**config.mk**
```make
export PLATFORM = sky130hd
export DESIGN_NAME = jt08_adpcm_ram_arb
export DESIGN_NICKNAME = d
export VERILOG_FILES = /design/src/rtl/jt08_adpcm_ram_arb.sv
export SDC_FILE = /design/constraint.sdc
export NUM_CORES = 1
export LEC_CHECK = 0
export BUFFER_PORTS_ARGS = -buffer_cell sky130_fd_sc_hd__buf_2
export CELL_PAD_IN_SITES_DETAIL_PLACEMENT = 0
export CELL_PAD_IN_SITES_GLOBAL_PLACEMENT = 1
export CORE_MARGIN = 3
export CORE_UTILIZATION = 34
export CTS_CLUSTER_SIZE = 12
export DETAILED_ROUTE_END_ITERATION = 8
export GPL_TIMING_DRIVEN = 0
export PLACE_DENSITY_LB_ADDON = 0.12
export SYNTH_ARGS = -nofsm -noshare
export SYNTH_HDL_FRONTEND = slang
export SYNTH_SLANG_ARGS = --single-unit
```
**constraint.sdc**
```tcl
create_clock -name clk -period 2.63 [get_ports clk]
set_input_delay 0.1315 -clock clk [delete_from_list [all_inputs] [get_ports clk]]
set_output_delay 0.1315 -clock clk [all_outputs]
set_load 0.005 [all_outputs]
```
**src/rtl/jt08_adpcm_ram_arb.sv**
```systemverilog
// rtl/jt08_adpcm_ram_arb.sv - ADPCM sample RAM arbiter: two requesters, fixed wait states, hold input, bounded priority
module jt08_adpcm_ram_arb #(
    parameter int AW      = 21,
    parameter int WAITS   = 4,
    parameter int MAXSKIP = 3
) (
    input  logic          clk,
    input  logic          rst,
    input  logic          cen,
    input  logic          mem_hold,
    input  logic          req0,
    input  logic          req1,
    input  logic          we0,
    input  logic          we1,
    input  logic [AW-1:0] addr0,
    input  logic [AW-1:0] addr1,
    input  logic [7:0]    wdat0,
    input  logic [7:0]    wdat1,
    output logic          ack0,
    output logic          ack1,
    output logic [7:0]    rdata,
    output logic [1:0]    grant,
    output logic          busy,
    output logic [AW-1:0] mem_addr,
    output logic [7:0]    mem_dout,
    input  logic [7:0]    mem_din,
    output logic          mem_oe_n,
    output logic          mem_we_n
);
    localparam int WW = $clog2(WAITS + 1);
    localparam int SW = (MAXSKIP > 0) ? $clog2(MAXSKIP + 1) : 1;

    typedef enum logic [1:0] {IDLE, STROBE, RELEASE} state_t;

    state_t        state, state_nx;
    logic [WW-1:0] wcnt, wcnt_nx;
    logic [SW-1:0] skip, skip_nx;
    logic [1:0]    grant_nx;
    logic [AW-1:0] addr_nx;
    logic [7:0]    dout_nx, rdata_nx;
    logic          oe_nx, we_nx, ack0_nx, ack1_nx;
    logic          pick1;

    assign busy = (state != IDLE);

    // Port 1 wins when alone, or when port 0 has already won MAXSKIP times in a row against it
    assign pick1 = req1 && (!req0 || (MAXSKIP != 0 && skip == SW'(MAXSKIP)));

    always_comb begin
        state_nx = state;
        wcnt_nx  = wcnt;
        skip_nx  = skip;
        grant_nx = grant;
        addr_nx  = mem_addr;
        dout_nx  = mem_dout;
        rdata_nx = rdata;
        oe_nx    = mem_oe_n;
        we_nx    = mem_we_n;
        ack0_nx  = 1'b0;
        ack1_nx  = 1'b0;
        if (cen) begin
            case (state)
                IDLE: begin
                    if (!mem_hold && (req0 || req1)) begin
                        state_nx = STROBE;
                        wcnt_nx  = WW'(WAITS);
                        if (pick1) begin
                            grant_nx = 2'b10;
                            addr_nx  = addr1;
                            dout_nx  = wdat1;
                            we_nx    = !we1;
                            oe_nx    = we1;
                            skip_nx  = '0;
                        end else begin
                            grant_nx = 2'b01;
                            addr_nx  = addr0;
                            dout_nx  = wdat0;
                            we_nx    = !we0;
                            oe_nx    = we0;
                            if (req1 && skip != SW'(MAXSKIP))
                                skip_nx = skip + 1'b1;
                        end
                    end
                end
                STROBE: begin
                    if (!mem_hold) begin
                        if (wcnt == WW'(1)) begin
                            state_nx = RELEASE;
                            oe_nx    = 1'b1;
                            we_nx    = 1'b1;
                            if (!mem_oe_n)
                                rdata_nx = mem_din;
                        end else begin
                            wcnt_nx = wcnt - 1'b1;
                        end
                    end
                end
                RELEASE: begin
                    state_nx = IDLE;
                    ack0_nx  = grant[0];
                    ack1_nx  = grant[1];
                    grant_nx = 2'b00;
                end
                default: state_nx = IDLE;
            endcase
        end
    end

    always_ff @(posedge clk or posedge rst) begin
        if (rst) begin
            state    <= IDLE;
            wcnt     <= '0;
            skip     <= '0;
            grant    <= 2'b00;
            mem_addr <= '0;
            mem_dout <= 8'h00;
            rdata    <= 8'h00;
            mem_oe_n <= 1'b1;
            mem_we_n <= 1'b1;
            ack0     <= 1'b0;
            ack1     <= 1'b0;
        end else begin
            state    <= state_nx;
            wcnt     <= wcnt_nx;
            skip     <= skip_nx;
            grant    <= grant_nx;
            mem_addr <= addr_nx;
            mem_dout <= dout_nx;
            rdata    <= rdata_nx;
            mem_oe_n <= oe_nx;
            mem_we_n <= we_nx;
            ack0     <= ack0_nx;
            ack1     <= ack1_nx;
        end
    end
endmodule

```
==> flow_metrics.env <==
export IMPL_design_internal_power_mw=1.80
export IMPL_grt_start_max_net_pins=42
export IMPL_layout_core_utilization_pct=48.2
export IMPL_route_antenna_remaining_nets=0
export IMPL_critical_path_required_time_ps=2820
export IMPL_clock_fmax_mhz=565
export IMPL_period_minus_slack_ps=1770
export IMPL_p_sw_share_pct=32.6
export IMPL_met1Wirelength_um=2390
export IMPL_combined_area_of_the_multi_input_logic_cells_um2=981
export IMPL_cp_cell_sequence="inv_1 > ha_1 > nor2b_1 > nand4_1 > nor2_4 > mux2_2"
export IMPL_syn_area_um2=2340
export IMPL_numCtsBuffers=5
export IMPL_postSynthRegisterBits=50
export IMPL_post_cts_resized=0
export IMPL_area_growth_syn_to_layout_pct=34.3
export IMPL_detailedPlacementHpwl_um=4150
export IMPL_final_seq_area_um2=1250
export IMPL_layout_cells_most_common="sky130_fd_sc_hd__buf_2"
export IMPL_dieWidth_um=89.0
export IMPL_timing_critical_path_arrival_ps=1960
export IMPL_switching_power_uw=869
export IMPL_layout_cells_non_filler=407
export IMPL_final_nets=406
export IMPL_outcome="complete, no violations"
export IMPL_reg2reg_slack_ps=860
export IMPL_core_rowCount=29
export IMPL_critical_path_type="flip-flop to flip-flop"
export IMPL_timing_setup_tns_ps=0
export IMPL_dr_total_vias=1927
export IMPL_antenna_cells=0
export IMPL_highest_layer="met4"
export IMPL_slew_margin_rel_pct=65.8
export IMPL_floorplan_core_area_um2=6530
export IMPL_finalHoldViolations=0
export IMPL_critPathCaptureType="flip-flop"
export IMPL_seq_area_frac_synth_pct=53.5
export IMPL_cellPowerDensity_nw_per_um2=847
export IMPL_power_combinational_fraction_pct=36.3
export IMPL_io_pin_count=118
export IMPL_worst_hold_path_type="input port to flip-flop"
export IMPL_yosysWarnings=0
export IMPL_viasPerCell=4.73
export IMPL_path_max_fanout=8
export IMPL_syn_mean_instance_area_um2=11.6
export IMPL_route_detailed_wl_per_inst_um=13.3
export IMPL_route_detailed_drc=0
export IMPL_routed_wl_met2_um=2490
export IMPL_grt_ovfl_total=0
export IMPL_worst_clock_skew_ps=2.37
export IMPL_track_usage_pct=13.7
export IMPL_max_stage_delay_ps=370
export IMPL_initial_utilization_pct=35.9
export IMPL_cts_htree_levels=2
export IMPL_p_leak_nw=1.78
export IMPL_layout_filler_cells=639
export IMPL_worst_setup_hold_path_clk_slew_ps=80
export IMPL_synth_fp_nets=280
export IMPL_timing_critical_path_from_type="flip-flop"
export IMPL_sequentialPowerShare_pct=46.8
export IMPL_grt_antenna_before_repair=0
export IMPL_place_gp_congestion=0.733
export IMPL_dieHeight_um=89.0
export IMPL_clock_tree_buffer_depth=2
export IMPL_wl_met3_um=502
export IMPL_first_global_vias=1820
export IMPL_setup_viol=0
export IMPL_timing_max_cap_violations=0
export IMPL_worst_hold_slack_ps=64.2
export IMPL_final_min_period_over_clock_period_pct=67.3
export IMPL_synth_cell_type_count=35
export IMPL_final_layout_size_suffix_gt1_share_pct=46.1
export IMPL_postSynth_asyncResetShare_pct=100
export IMPL_place_inst=398
export IMPL_crit_slowest_cell="sky130_fd_sc_hd__mux2_2"
export IMPL_cp_top_family="simple AND/OR/NAND/NOR gates"
export IMPL_io_buffer_count=117
export IMPL_routed_wl_um=5420
export IMPL_ys_flop_type="sky130_fd_sc_hd__dfrtp_1"
export IMPL_path_buf_inv=1
export IMPL_commonest_cells_after_routing_fill_and_taps_aside="sky130_fd_sc_hd__buf_2, sky130_fd_sc_hd__dfrtp_1, sky130_fd_sc_hd__nand2_1"
export IMPL_synth_enable_flop_cells=0
export IMPL_worst_skew_pair_late_latency_ps=290
export IMPL_global_route_wire_length_before_repair_um=8470
export IMPL_pwr_share_clk_pct=16.9
export IMPL_dieArea_um2=7930
export IMPL_max_slew_worst_pin_slew_ps=505
export IMPL_ir_drop_mv=0.272
export IMPL_dr_first_iter_drc_count=49
export IMPL_rsz_0062_raised_after_global_routing="false"
export IMPL_cts_root_buf="sky130_fd_sc_hd__clkbuf_8"
export IMPL_cts_sink_count=50
export IMPL_tritoncts="built"
export IMPL_final_max_tran_viols=0
export IMPL_first_pass_iters=4
export IMPL_synthesis_instances=203
-- flip-flops by register name (all words and copies together), names as in the netlist --
signal,flops
wcnt,3
state,2
ack1,1
skip,2
mem_addr,21
mem_dout,8
ack0,1
rdata,8
mem_we_n,1
grant,2
mem_oe_n,1
-- synth_stat cells, types with 2 or more instances --
cell,number,area [um^2]
sky130_fd_sc_hd__o21ai_0,7,35.0
sky130_fd_sc_hd__nor2_4,2,22.5
sky130_fd_sc_hd__buf_12,3,60.1
sky130_fd_sc_hd__inv_1,5,18.8
sky130_fd_sc_hd__nand2_1,33,124
sky130_fd_sc_hd__o21ai_1,26,130
sky130_fd_sc_hd__mux2_2,10,113
sky130_fd_sc_hd__dfstp_2,2,52.6
sky130_fd_sc_hd__clkbuf_1,6,22.5
sky130_fd_sc_hd__o21ai_2,2,17.5
sky130_fd_sc_hd__and3_1,2,12.5
sky130_fd_sc_hd__mux2i_1,31,310
sky130_fd_sc_hd__nor3b_1,2,15.0
sky130_fd_sc_hd__ha_1,3,37.5
sky130_fd_sc_hd__a31oi_1,2,12.5
sky130_fd_sc_hd__dfrtp_1,48,1200
-- routing by layer --
layer,GRT usage [%],vias to the layer above
li1,-,961
met1,17.6,881
met2,22.5,81
met3,4.52,4
met4,3.25,0
met5,0,-
-- metrics by stage --
stage	cell area [um^2]	power (mW)	setup slack, ps
floorplan	2340	1.79	1040
global placement	3030	2.24	591
detailed placement	3050	2.25	860
CTS	3150	2.72	838
global route	3150	2.92	685
finish	3150	2.67	859
-- final cells by class --
type,count,area share [%]
Buffer,10,2.78
Clock buffer,7,2.74
Clock inverter,1,0.159
Inverter,6,0.715
Multi-Input combinational cell,137,31.2
Sequential cell,50,39.8
Tap cell,77,3.06
Timing Repair Buffer,119,19.6
-- cells by family (layout without fill, tap and decap cells) --
family | Yosys count | count (layout) | share of synthesized area (%)
flops | 50 | 50 | 53.5
simple gates | 45 | 45 | 9.29
buf+inv | 16 | 143 | 4.70
compound gates | 48 | 48 | 12.9
fa+ha+maj | 3 | 3 | 1.60
mux | 41 | 41 | 18.0
-- timing repair --
action | in CTS | in global routing
setup buffers | 0 | 0
hold buffers | 1 | 0
endpoints found under the hold margin | 9 | 0
-- power by group through the flow --
stage / Sequential (mW) / Combinational [mW] / Clock, mW
final: 1.25 / 0.968 / 0.451
after global routing: 1.29 / 1.12 / 0.507
after detailed placement: 1.26 / 0.993 / 0
after CTS: 1.25 / 0.993 / 0.478
after floorplan: 1.28 / 0.512 / 0
after global placement: 1.26 / 0.977 / 0
-- final timing paths --
kind,from,end,cells past startpoint
max in group asynchronous,rst,mem_oe_n$_DFFE_PP1P_,4
min in group asynchronous,rst,rdata[0]$_DFFE_PP0P_,3
min reg2reg,mem_dout[5]$_DFFE_PP0P_,mem_dout[5]$_DFFE_PP0P_,2
max,wcnt[1]$_DFFE_PP0P_,rdata[4]$_DFFE_PP0P_,6
max reg2reg,wcnt[1]$_DFFE_PP0P_,rdata[4]$_DFFE_PP0P_,6
min,mem_din[3],rdata[3]$_DFFE_PP0P_,2
No activity file was read; power rests on OpenSTA's default activity.
